--- config.mk ---
export PLATFORM = sky130hd
export DESIGN_NAME = pdm_interp
export DESIGN_NICKNAME = d
export VERILOG_FILES = /design/src/rtl/pdm_interp.sv
export SDC_FILE = /design/constraint.sdc
export NUM_CORES = 1
export LEC_CHECK = 0
export BUFFER_PORTS_ARGS = -buffer_cell sky130_fd_sc_hd__buf_2
export CAP_MARGIN = 30
export CORE_MARGIN = 4
export CORE_UTILIZATION = 50
export CTS_CLUSTER_SIZE = 30
export DETAILED_ROUTE_END_ITERATION = 16
export HOLD_SLACK_MARGIN = 0.06
export PLACE_DENSITY = 0.65
export SETUP_SLACK_MARGIN = 0.5
export SYNTH_ARGS = -nofsm -noshare
export SYNTH_HDL_FRONTEND = slang
export SYNTH_SLANG_ARGS = --single-unit
--- constraint.sdc ---
create_clock -name clk -period 4.9 [get_ports clk]
set_clock_uncertainty 0.05 [all_clocks]
set_input_delay 0.245 -clock clk [delete_from_list [all_inputs] [get_ports clk]]
set_output_delay 0.245 -clock clk [all_outputs]
set_load 0.05 [all_outputs]
--- src/rtl/pdm_interp.sv ---
// Linear interpolator feeding the sigma-delta PDM modulator: upsamples 16-bit audio by 2^LOG2R
// and emits one interpolated value per oversample strobe.
module pdm_interp #(
   parameter int DIV   = 8,
   parameter int LOG2R = 4
) (
   input  logic               clk,
   input  logic               reset_n,
   input  logic               run,
   input  logic signed [15:0] in_data,
   input  logic               in_valid,
   output logic               in_ready,
   output logic signed [15:0] pdm_in,
   output logic               pdm_ena,
   output logic               underrun
);

   localparam int CNT_W = (DIV > 1) ? $clog2(DIV) : 1;
   localparam int ACC_W = 17 + LOG2R;

   logic [CNT_W-1:0]        cnt_q, cnt_d;
   logic [LOG2R-1:0]        phase_q, phase_d;
   logic                    pend_valid_q, pend_valid_d;
   logic signed [15:0]      pend_data_q, pend_data_d;
   logic signed [15:0]      cur_q, cur_d;
   logic signed [16:0]      step_q, step_d;
   logic signed [ACC_W-1:0] acc_q, acc_d;
   logic signed [15:0]      pdm_in_q, pdm_in_d;
   logic                    pdm_ena_q;
   logic                    underrun_q, underrun_d;

   logic                    tick;
   logic                    boundary;
   logic                    accept;
   logic signed [ACC_W-1:0] acc_sum;
   logic signed [ACC_W-1:0] cur_scaled;

   // Arithmetic shift gives floor division by R; the result always lies between two samples.
   function automatic logic signed [15:0] floor_scale(input logic signed [ACC_W-1:0] a);
      return 16'(a >>> LOG2R);
   endfunction

   assign tick       = run && (cnt_q == CNT_W'(DIV - 1));
   assign boundary   = tick && (phase_q == {LOG2R{1'b1}});
   assign accept     = in_valid && !pend_valid_q;
   assign acc_sum    = acc_q + {{LOG2R{step_q[16]}}, step_q};
   assign cur_scaled = {{(LOG2R + 1){cur_q[15]}}, cur_q} << LOG2R;

   always_comb begin
      cnt_d        = run ? (tick ? '0 : cnt_q + 1'b1) : '0;
      phase_d      = phase_q;
      pend_valid_d = pend_valid_q;
      pend_data_d  = pend_data_q;
      cur_d        = cur_q;
      step_d       = step_q;
      acc_d        = acc_q;
      pdm_in_d     = pdm_in_q;
      underrun_d   = 1'b0;

      // Ready is low while the entry is full, so accept and consume never overlap.
      if (accept) begin
         pend_valid_d = 1'b1;
         pend_data_d  = in_data;
      end

      if (tick) begin
         phase_d = phase_q + 1'b1;
         if (boundary) begin
            acc_d    = cur_scaled;
            pdm_in_d = cur_q;
            if (pend_valid_q) begin
               step_d       = {pend_data_q[15], pend_data_q} - {cur_q[15], cur_q};
               cur_d        = pend_data_q;
               pend_valid_d = 1'b0;
            end else begin
               step_d     = '0;
               underrun_d = 1'b1;
            end
         end else begin
            acc_d    = acc_sum;
            pdm_in_d = floor_scale(acc_sum);
         end
      end
   end

   always_ff @(posedge clk or negedge reset_n) begin
      if (!reset_n) begin
         cnt_q        <= '0;
         phase_q      <= '0;
         pend_valid_q <= 1'b0;
         pend_data_q  <= '0;
         cur_q        <= '0;
         step_q       <= '0;
         acc_q        <= '0;
         pdm_in_q     <= '0;
         pdm_ena_q    <= 1'b0;
         underrun_q   <= 1'b0;
      end else begin
         cnt_q        <= cnt_d;
         phase_q      <= phase_d;
         pend_valid_q <= pend_valid_d;
         pend_data_q  <= pend_data_d;
         cur_q        <= cur_d;
         step_q       <= step_d;
         acc_q        <= acc_d;
         pdm_in_q     <= pdm_in_d;
         pdm_ena_q    <= tick;
         underrun_q   <= underrun_d;
      end
   end

   assign in_ready = !pend_valid_q;
   assign pdm_in   = pdm_in_q;
   assign pdm_ena  = pdm_ena_q;
   assign underrun = underrun_q;

endmodule

==> impl_metrics.ini, run 1 <==
[worst_setup_path]
crit_buf_inv = 0
arrival_ps = 3080
cp_cell_sequence = ha_1, ha_1, nand2_1, nor2_1, nand2_1, mux2_2
crit_slowest_cell = nand2_1
worstSetupEndpointType = flip-flop
critPathLaunchType = flip-flop
path_delay_family = simple AND/OR/NAND/NOR gates
critPathMaxStageDelay_ps = 740
required_ps = 5090
critPathKind = reg2reg
crit_path_max_fanout = 25

[synthesis]
synth_area_leaders = dfrtp_1 40%, ha_1 9.5%, mux2_2 6.8%
syn_inst = 514
ys_seq_area_frac = 0.397
syn_nets = 574
synth.largest_area_cell = dfrtp_1
synth_enable_flop_cells = 0
syn_area_um2 = 4980
syn_area_per_cell_um2 = 9.69
synth_ff_type = dfrtp_1
synth_top_area_frac = 0.397
synthArstFlopShare = 1.00
yosys_warnings = 0
ys_ff_latch = 79
synth_cell_type_count = 63

[place]
place_ws_ps = 2000
dp_hpwl_um = 8090
place_inst = 655
routabilityCongestion = 0.903
port_buffers = 38

[clocking]
cts_tree = done
cts.sinks = 79
post_cts_resize_count = 0
cts.path.max_buffers = 2
cts_max_level = 3
cts_made_buffers = 9
cts.reportedPaths.clkPinSlew_ps = 80
clockRootBuffer = clkbuf_8
clock_latency_ps = 350

[power_and_ir_drop]
finalPower_mw = 1.49
power.density_nw_per_um2 = 273
leakagePower_nw = 2.60
ir_drop_mv = 0.173

[floorplanning]
die_width_um = 108
ioPinCount = 39
rows = 36
die_h_um = 108
die-area_um2 = 11600
coreArea_um2 = 9730
initial_core_util = 0.512

[grt]
first_global_vias = 3831
grt_overflow = 0
grt_pass1_wl_um = 18600
gr-usage-all-layers = 0.203
antenna_found_initial = 0
grt_max_degree = 63

[route]
wl_per_cell_um = 16.2
first_pass_iters = 4
via_per_inst = 5.49
wirelength_um = 11100
drt_iter0_drc = 180
ant_nets = 0
drc = 0
num_vias = 3742

[sta]
setup_viol = 0
worstMarginPinSlew_ps = 951
fin_crit_sh = 0.590
tns_ps = 0
slew_headroom = 0.365
max_freq_ghz = 0.346
slew_violations = 0
finalCriticalPeriod_ps = 2890
fin_ws_ps = 2010
rsz0062_at_grt = false
finalHoldViolCount = 0

[cells_and_area]
antenna_cells = 0
final_core_util = 0.561
nets = 603
fin_cells = 681
layout-drive-gt1-share = 0.184
area_growth_pct = 9.67

[min_path]
holdCritPathClass = in2reg

[status]
status = finished, final reports clean

[run]
drv_cap = 0
per-stage QoR:
step	hold WS [ps]	area, µm²
2_1_floorplan	-101	4980
3_3_place_gp	372	5140
3_5_place_dp	88.3	5170
4_1_cts	60.1	5460
5_1_grt	61.4	5460
6_report	78.5	5460
area by class of cell:
cell class              instances  area, µm²
fillers                       934       4270
multi-input cells             372       2680
flip-flops and latches         79       1980
repair buffers                 51        335
well taps                     133        166
clock buffers                  12        145
inverters                      30        113
clock inverters                 4       45.0
flip-flops by register name, summed over array words and instances (netlist names):
signal	flops
pdm_ena	1
pend_data_q	16
step_q	17
underrun	1
phase_q	4
cnt_q	3
cur_q	16
acc_q	20
pend_valid_q	1
cell families after synthesis:
logic type,share of synthesized area
compound gates,0.190
xor+xnor,0.0457
fa+ha+maj,0.104
buf+inv,0.0648
flops,0.397
mux,0.0779
simple gates,0.121
final timing paths:
| check | start | end | slack, ps | cells after the start |
|---|---|---|---|---|
| max reg2reg | cnt_q[0] | cur_q[2] | 2010 | 6 |
| max in group asynchronous | reset_n | step_q[13] | 3960 | 3 |
| max | cnt_q[0] | cur_q[2] | 2010 | 6 |
| min reg2reg | cnt_q[0] | cnt_q[0] | 400 | 1 |
| min in group asynchronous | reset_n | acc_q[10] | 260 | 2 |
| min | in_data[2] | pend_data_q[2] | 80 | 2 |
per-layer routing:
metal / GRT usage / routed length, µm / vias to the layer above
met2: 0.321 / 5150 / 78
li1: - / - / 1869
met5: 0 / 0 / -
met1: 0.284 / 5350 / 1781
met4: 0.0586 / 142 / 0
met3: 0.0396 / 422 / 14
where the power goes:
| part | internal [mW] | switching (mW) |
|---|---|---|
| clock network | 0.248 | 0.238 |
| registers | 0.682 | 0.0272 |
| logic | 0.123 | 0.173 |
what timing repair did:
action / CTS / global route
hold buffers: 10 / 0
endpoints found under the hold margin: 77 / 0
buffers inserted: 0 / 0
synthesized netlist by cell type (2+ instances only):
library cell	instances
a221o_1	3
fa_1	2
o21ai_0	32
o21ai_1	3
nor3b_1	2
o21a_1	6
nand2_1	58
nand3_2	2
nand4_1	2
nor3_1	3
nor2_1	27
nand3_1	15
a211oi_1	5
or3_1	2
inv_1	28
nand2b_1	5
o22ai_1	2
o31ai_1	12
a22oi_1	3
dfrtp_1	79
a21oi_1	31
o211ai_1	2
buf_6	2
a21oi_2	2
and3_1	4
buf_4	16
and2_1	2
a31oi_1	9
ha_1	38
xnor2_1	19
mux2_2	30
o21bai_1	6
mux2i_1	5
a21o_1	10
clkbuf_1	12
xor2_1	7
a211oi_2	2
layout by cell type (no fill, tap or decap), drive strengths merged, types with 9 or more instances in the layout:
cell type and instances:
nand3 17, buf 41, a31oi 9, mux2 30, inv 29, clkbuf 12
a21o 11, xnor2 19, ha 38, dlygate4sd3 10, nor2 27, a21oi 33
o21ai 35, dfrtp 79, nand2 58, o31ai 13
Note: power is estimated with default switching activity, not from simulation.
==> run 2: changes to the inputs <==
==> constraint.sdc (replaced) <==
create_clock -name clk -period 2.9 [get_ports clk]
set_clock_uncertainty 0.05 [all_clocks]
set_input_delay 0.145 -clock clk [delete_from_list [all_inputs] [get_ports clk]]
set_output_delay 0.145 -clock clk [all_outputs]
set_load 0.05 [all_outputs]
==> impl_metrics.ini, run 2 (synthesis gave the netlist of run 1 again) <==
[clocking]
cts_made_buffers = 9
cts.path.max_buffers = 2
clock_latency_ps = 360
clockRootBuffer = clkbuf_8
cts.reportedPaths.clkPinSlew_ps = 80
cts_tree = done
cts.sinks = 79
cts_max_level = 3

[sta]
rsz0062_at_grt = true
setup_viol = 0
slew_violations = 0
finalHoldViolCount = 0
slew_headroom = 0.599
max_freq_ghz = 0.414
worstMarginPinSlew_ps = 586
tns_ps = 0
finalCriticalPeriod_ps = 2410
fin_crit_sh = 0.832

[cells_and_area]
regMostFlops = acc_q
reg_top3 = acc_q x20, step_q x17
antenna_cells = 0
nets = 629
area_growth_pct = 16.8
layout-drive-gt1-share = 0.244
multi_input_area_um2 = 2790
most-common-layout-cells = 78 x dfrtp_1, 57 x nand2_1, 37 x buf_2, 34 x ha_1, 32 x o21ai_0
fillCellCount = 863
finalInstanceArea_um2 = 5820
largest_register_ffs = 20
final_common_cell = dfrtp_1
seqCellArea_um2 = 1980

[floorplanning]
ioPinCount = 39
die_h_um = 108
coreArea_um2 = 9730
initial_core_util = 0.512
die_width_um = 108
die-area_um2 = 11600
rows = 36

[worst_setup_path]
reg2reg_depth = 11
crit_buf_inv = 3
path_depth = 11
arrival_ps = 2630
crit_slowest_cell = dfrtp_1
critPathMaxStageDelay_ps = 380
crit_start = pend_data_q[0]
rr_startpoint = pend_data_q[0]
critPathKind = reg2reg
critical_path.endpoint = step_q[8]
rrSetupSlack_ps = 490
regToRegEndpoint = step_q[8]
required_ps = 3120
path_delay_family = compound AO/OA/AOI/OAI gates
worstSetupEndpointType = flip-flop
cp_cell_sequence = inv_2, ha_4, inv_2, fa_2, a211oi_2, o21bai_1, a31oi_2, buf_4, o21bai_1, xnor2_1, o31ai_1
critPathLaunchType = flip-flop
crit_path_max_fanout = 3

[route]
num_vias = 3904
first_pass_iters = 4
wl_per_cell_um = 15.9
drt_iter0_drc = 158
drc = 0
ant_nets = 0
wirelength_um = 11300
via_per_inst = 5.53

[grt]
use_met1 = 0.289
first_global_vias = 3901
gr-usage-all-layers = 0.208
use_met3 = 0.0378
grt_pass1_wl_um = 19100
met2_usage = 0.319
grt_max_degree = 56
grt_overflow = 0
antenna_found_initial = 0
top_usage_layer = met2

[power_and_ir_drop]
power.density_nw_per_um2 = 456
leakagePower_nw = 2.74
switching_power_uw = 759
intPower_mw = 1.89
pwr-share-comb = 0.205
ir_drop_mv = 0.285
seqPwrFrac = 0.451
swShare = 0.286
pwr-share-clk = 0.343

[run]
drv_cap = 0

[min_path]
holdCritPathClass = in2async

[status]
status = finished, final reports clean

[place]
routabilityCongestion = 0.914
dp_hpwl_um = 8140
placed_cell_area_um2 = 5190
port_buffers = 38
-- run 2: area by class of cell --
| class | count | share of cell area |
|---|---|---|
| clock buffers | 11 | 0.0243 |
| clock inverters | 4 | 0.0120 |
| inverters | 30 | 0.0198 |
| multi-input cells | 372 | 0.480 |
| flip-flops and latches | 79 | 0.340 |
| well taps | 133 | 0.0286 |
| repair buffers | 77 | 0.0951 |
-- run 2: per-layer routing --
layer  routed length, µm  vias to the layer above
li1                    -                     1937
met1                5320                     1873
met2                5150                       80
met3                 561                       14
met4                 214                        0
met5                   0                        -
-- run 2: through the flow --
stage                     hold slack, ps  setup slack [ps]  cells  utilization  power (mW)
after global placement               310               433    657        0.531        1.69
after detailed placement            35.8               331    658        0.534        1.70
final                                184               486    706        0.598        2.65
after CTS                            186               497    697        0.583        2.64
after floorplan                     -201               597    514            -        1.60
after global routing                 218               321    706        0.598        2.79
-- run 2: timing repair --
item,in CTS,in global routing
cloned,0,0
gates resized for setup,9,20
setup buffers,5,9
endpoints found under the setup margin,7,27
hold buffers,19,0
endpoints found under the hold margin,99,0
pin swaps,6,18
-- run 2: worst min path at each step --
stage / startpoint / depth (start not counted) / slack, ps / endpoint
global placement: in_valid / 2 / 310 / pend_valid_q
finish: reset_n / 2 / 180 / phase_q[2]
detailed placement: reset_n / 1 / 40 / phase_q[3]
CTS: reset_n / 2 / 190 / acc_q[18]
floorplan: reset_n / 0 / -200 / acc_q[0]
global route: reset_n / 2 / 220 / acc_q[18]
-- run 2: power by group through the flow --
stage                     Combinational, mW  Sequential (mW)  Clock (mW)
final                                 0.544             1.20       0.910
after global routing                  0.602             1.21       0.978
after CTS                             0.513             1.20       0.930
after detailed placement              0.486             1.22           0
after global placement                0.469             1.22           0
after floorplan                       0.397             1.21           0
-- run 2: worst register-to-register path: stages (launching register included) --
cell      delay [ps]
dfrtp_1          380
inv_2             80
ha_4             140
inv_2             40
fa_2             380
a211oi_2         250
o21bai_1         120
a31oi_2          310
buf_4            160
o21bai_1          60
xnor2_1          130
o31ai_1          230
==> run 3: changes to the inputs <==
==> constraint.sdc (replaced) <==
create_clock -name clk -period 2.5 [get_ports clk]
set_clock_uncertainty 0.05 [all_clocks]
set_input_delay 0.125 -clock clk [delete_from_list [all_inputs] [get_ports clk]]
set_output_delay 0.125 -clock clk [all_outputs]
set_load 0.05 [all_outputs]
==> impl_metrics.ini, run 3 (synthesis gave the netlist of run 1 again) <==
[cells_and_area]
largest_register_ffs = 20
most-common-layout-cells = 78 x dfrtp_1, 54 x nand2_1, 40 x buf_4, 37 x buf_2, 30 x mux2_2
final_common_cell = dfrtp_1
final_core_util = 0.658
multi_input_area_um2 = 3100
fillCellCount = 759
reg_top3 = acc_q x20, step_q x17
layout-drive-gt1-share = 0.344
area_growth_pct = 28.6
seqCellArea_um2 = 1980
antenna_cells = 0
nets = 657
regMostFlops = acc_q

[clocking]
clockRootBuffer = clkbuf_8
cts.sinks = 79
cts_tree = done
cts_max_level = 3
clock_latency_ps = 360
cts.path.max_buffers = 2
cts_made_buffers = 9
cts.reportedPaths.clkPinSlew_ps = 80

[floorplanning]
coreArea_um2 = 9730
initial_core_util = 0.512
die-area_um2 = 11600
ioPinCount = 39
die_h_um = 108
rows = 36
die_width_um = 108

[route]
first_pass_iters = 4
wirelength_um = 12500
via_per_inst = 5.66
wl_per_cell_um = 17.0
ant_nets = 0
num_vias = 4159
drc = 0
drt_iter0_drc = 200

[grt]
first_global_vias = 4045
grt_overflow = 0
antenna_found_initial = 0
gr-usage-all-layers = 0.224
grt_max_degree = 51
grt_pass1_wl_um = 20300

[place]
dp_hpwl_um = 8170
place_ws_ps = 81.5
routabilityCongestion = 0.931
port_buffers = 38

[power_and_ir_drop]
ir_drop_mv = 0.340
leakagePower_nw = 2.90
power.density_nw_per_um2 = 507

[sta]
fin_ws_ps = 64.0
finalCriticalPeriod_ps = 2440
max_freq_ghz = 0.411
rsz0062_at_grt = true
tns_ps = 0
setup_viol = 0
finalHoldViolCount = 0
slew_headroom = 0.564
worstMarginPinSlew_ps = 654
slew_violations = 0
fin_crit_sh = 0.974

[worst_setup_path]
arrival_ps = 2630
required_ps = 2700
critPathLaunchType = flip-flop
reg2reg_depth = 10
worstSetupEndpointType = flip-flop
critPathKind = reg2reg
regToRegEndpoint = acc_q[16]
crit_path_max_fanout = 4
rrSetupSlack_ps = 60
rr_startpoint = step_q[0]

[status]
status = finished, final reports clean

[run]
drv_cap = 0

[min_path]
holdCritPathClass = in2async
-- run 3: cell count changes in the layout (fill, tap and decap cells not counted), sizes merged --
cell,change
clkinv,-1
clkbuf,+3
buf,+27
-- run 3: worst max-delay path, cell delays in order, from the launching register on --
cell and delay [ps]:
dfrtp_1 380, ha_2 200, inv_2 40, fa_2 330
nand2b_4 170, a21oi_4 160, nor3_4 60, o31a_1 320
a211oi_2 240, mux2i_1 100, a221o_1 270
-- run 3: repair_timing --
| item | 4_1_cts | 5_1_grt |
|---|---|---|
| setup buffers | 25 | 10 |
| pin swaps | 27 | 28 |
| setup endpoints to repair | 41 | 50 |
| gates cloned | 0 | 1 |
| endpoints found under the hold margin | 68 | 0 |
| hold buffers | 19 | 0 |
| gates resized for setup | 43 | 38 |
-- run 3: where the power goes --
group | leakage (nW) | internal [mW] | switching [mW]
logic | 1.73 | 0.357 | 0.401
clock network | 0.114 | 0.617 | 0.479
registers | 1.06 | 1.34 | 0.0576
total | 2.90 | 2.31 | 0.938
-- run 3: worst max-delay path by stage --
stage	start	end	slack [ps]	cells past startpoint
final	step_q[0]	acc_q[16]	60	10
after detailed placement	step_q[0]	acc_q[16]	80	10
after global routing	step_q[0]	acc_q[16]	20	10
after global placement	step_q[0]	acc_q[16]	170	10
after floorplan	step_q[0]	acc_q[16]	280	10
after CTS	step_q[0]	acc_q[16]	130	10
-- run 3: stage by stage --
step / cells / area, µm² / hold WS, ps / total power [mW]
6_report: 735 / 6410 / 268 / 3.25
3_3_place_gp: 664 / 5310 / 148 / 1.99
5_1_grt: 735 / 6410 / 344 / 3.41
2_1_floorplan: 514 / 5050 / -221 / 1.88
3_5_place_dp: 664 / 5310 / 150 / 2.00
4_1_cts: 724 / 6140 / 298 / 3.21
-- run 3: metal layers --
layer,vias up,wire length (µm),GRT usage
li1,1985,-,-
met3,31,498,0.0318
met5,-,0,0
met1,2034,5690,0.297
met4,0,324,0.100
met2,109,5990,0.364
-- run 3: cell type report --
type                    count  area share
clock buffers              13      0.0248
clock inverters             3      0.0102
inverters                  30      0.0180
multi-input cells         372       0.483
flip-flops and latches     79       0.309
well taps                 133      0.0260
repair buffers            105       0.129
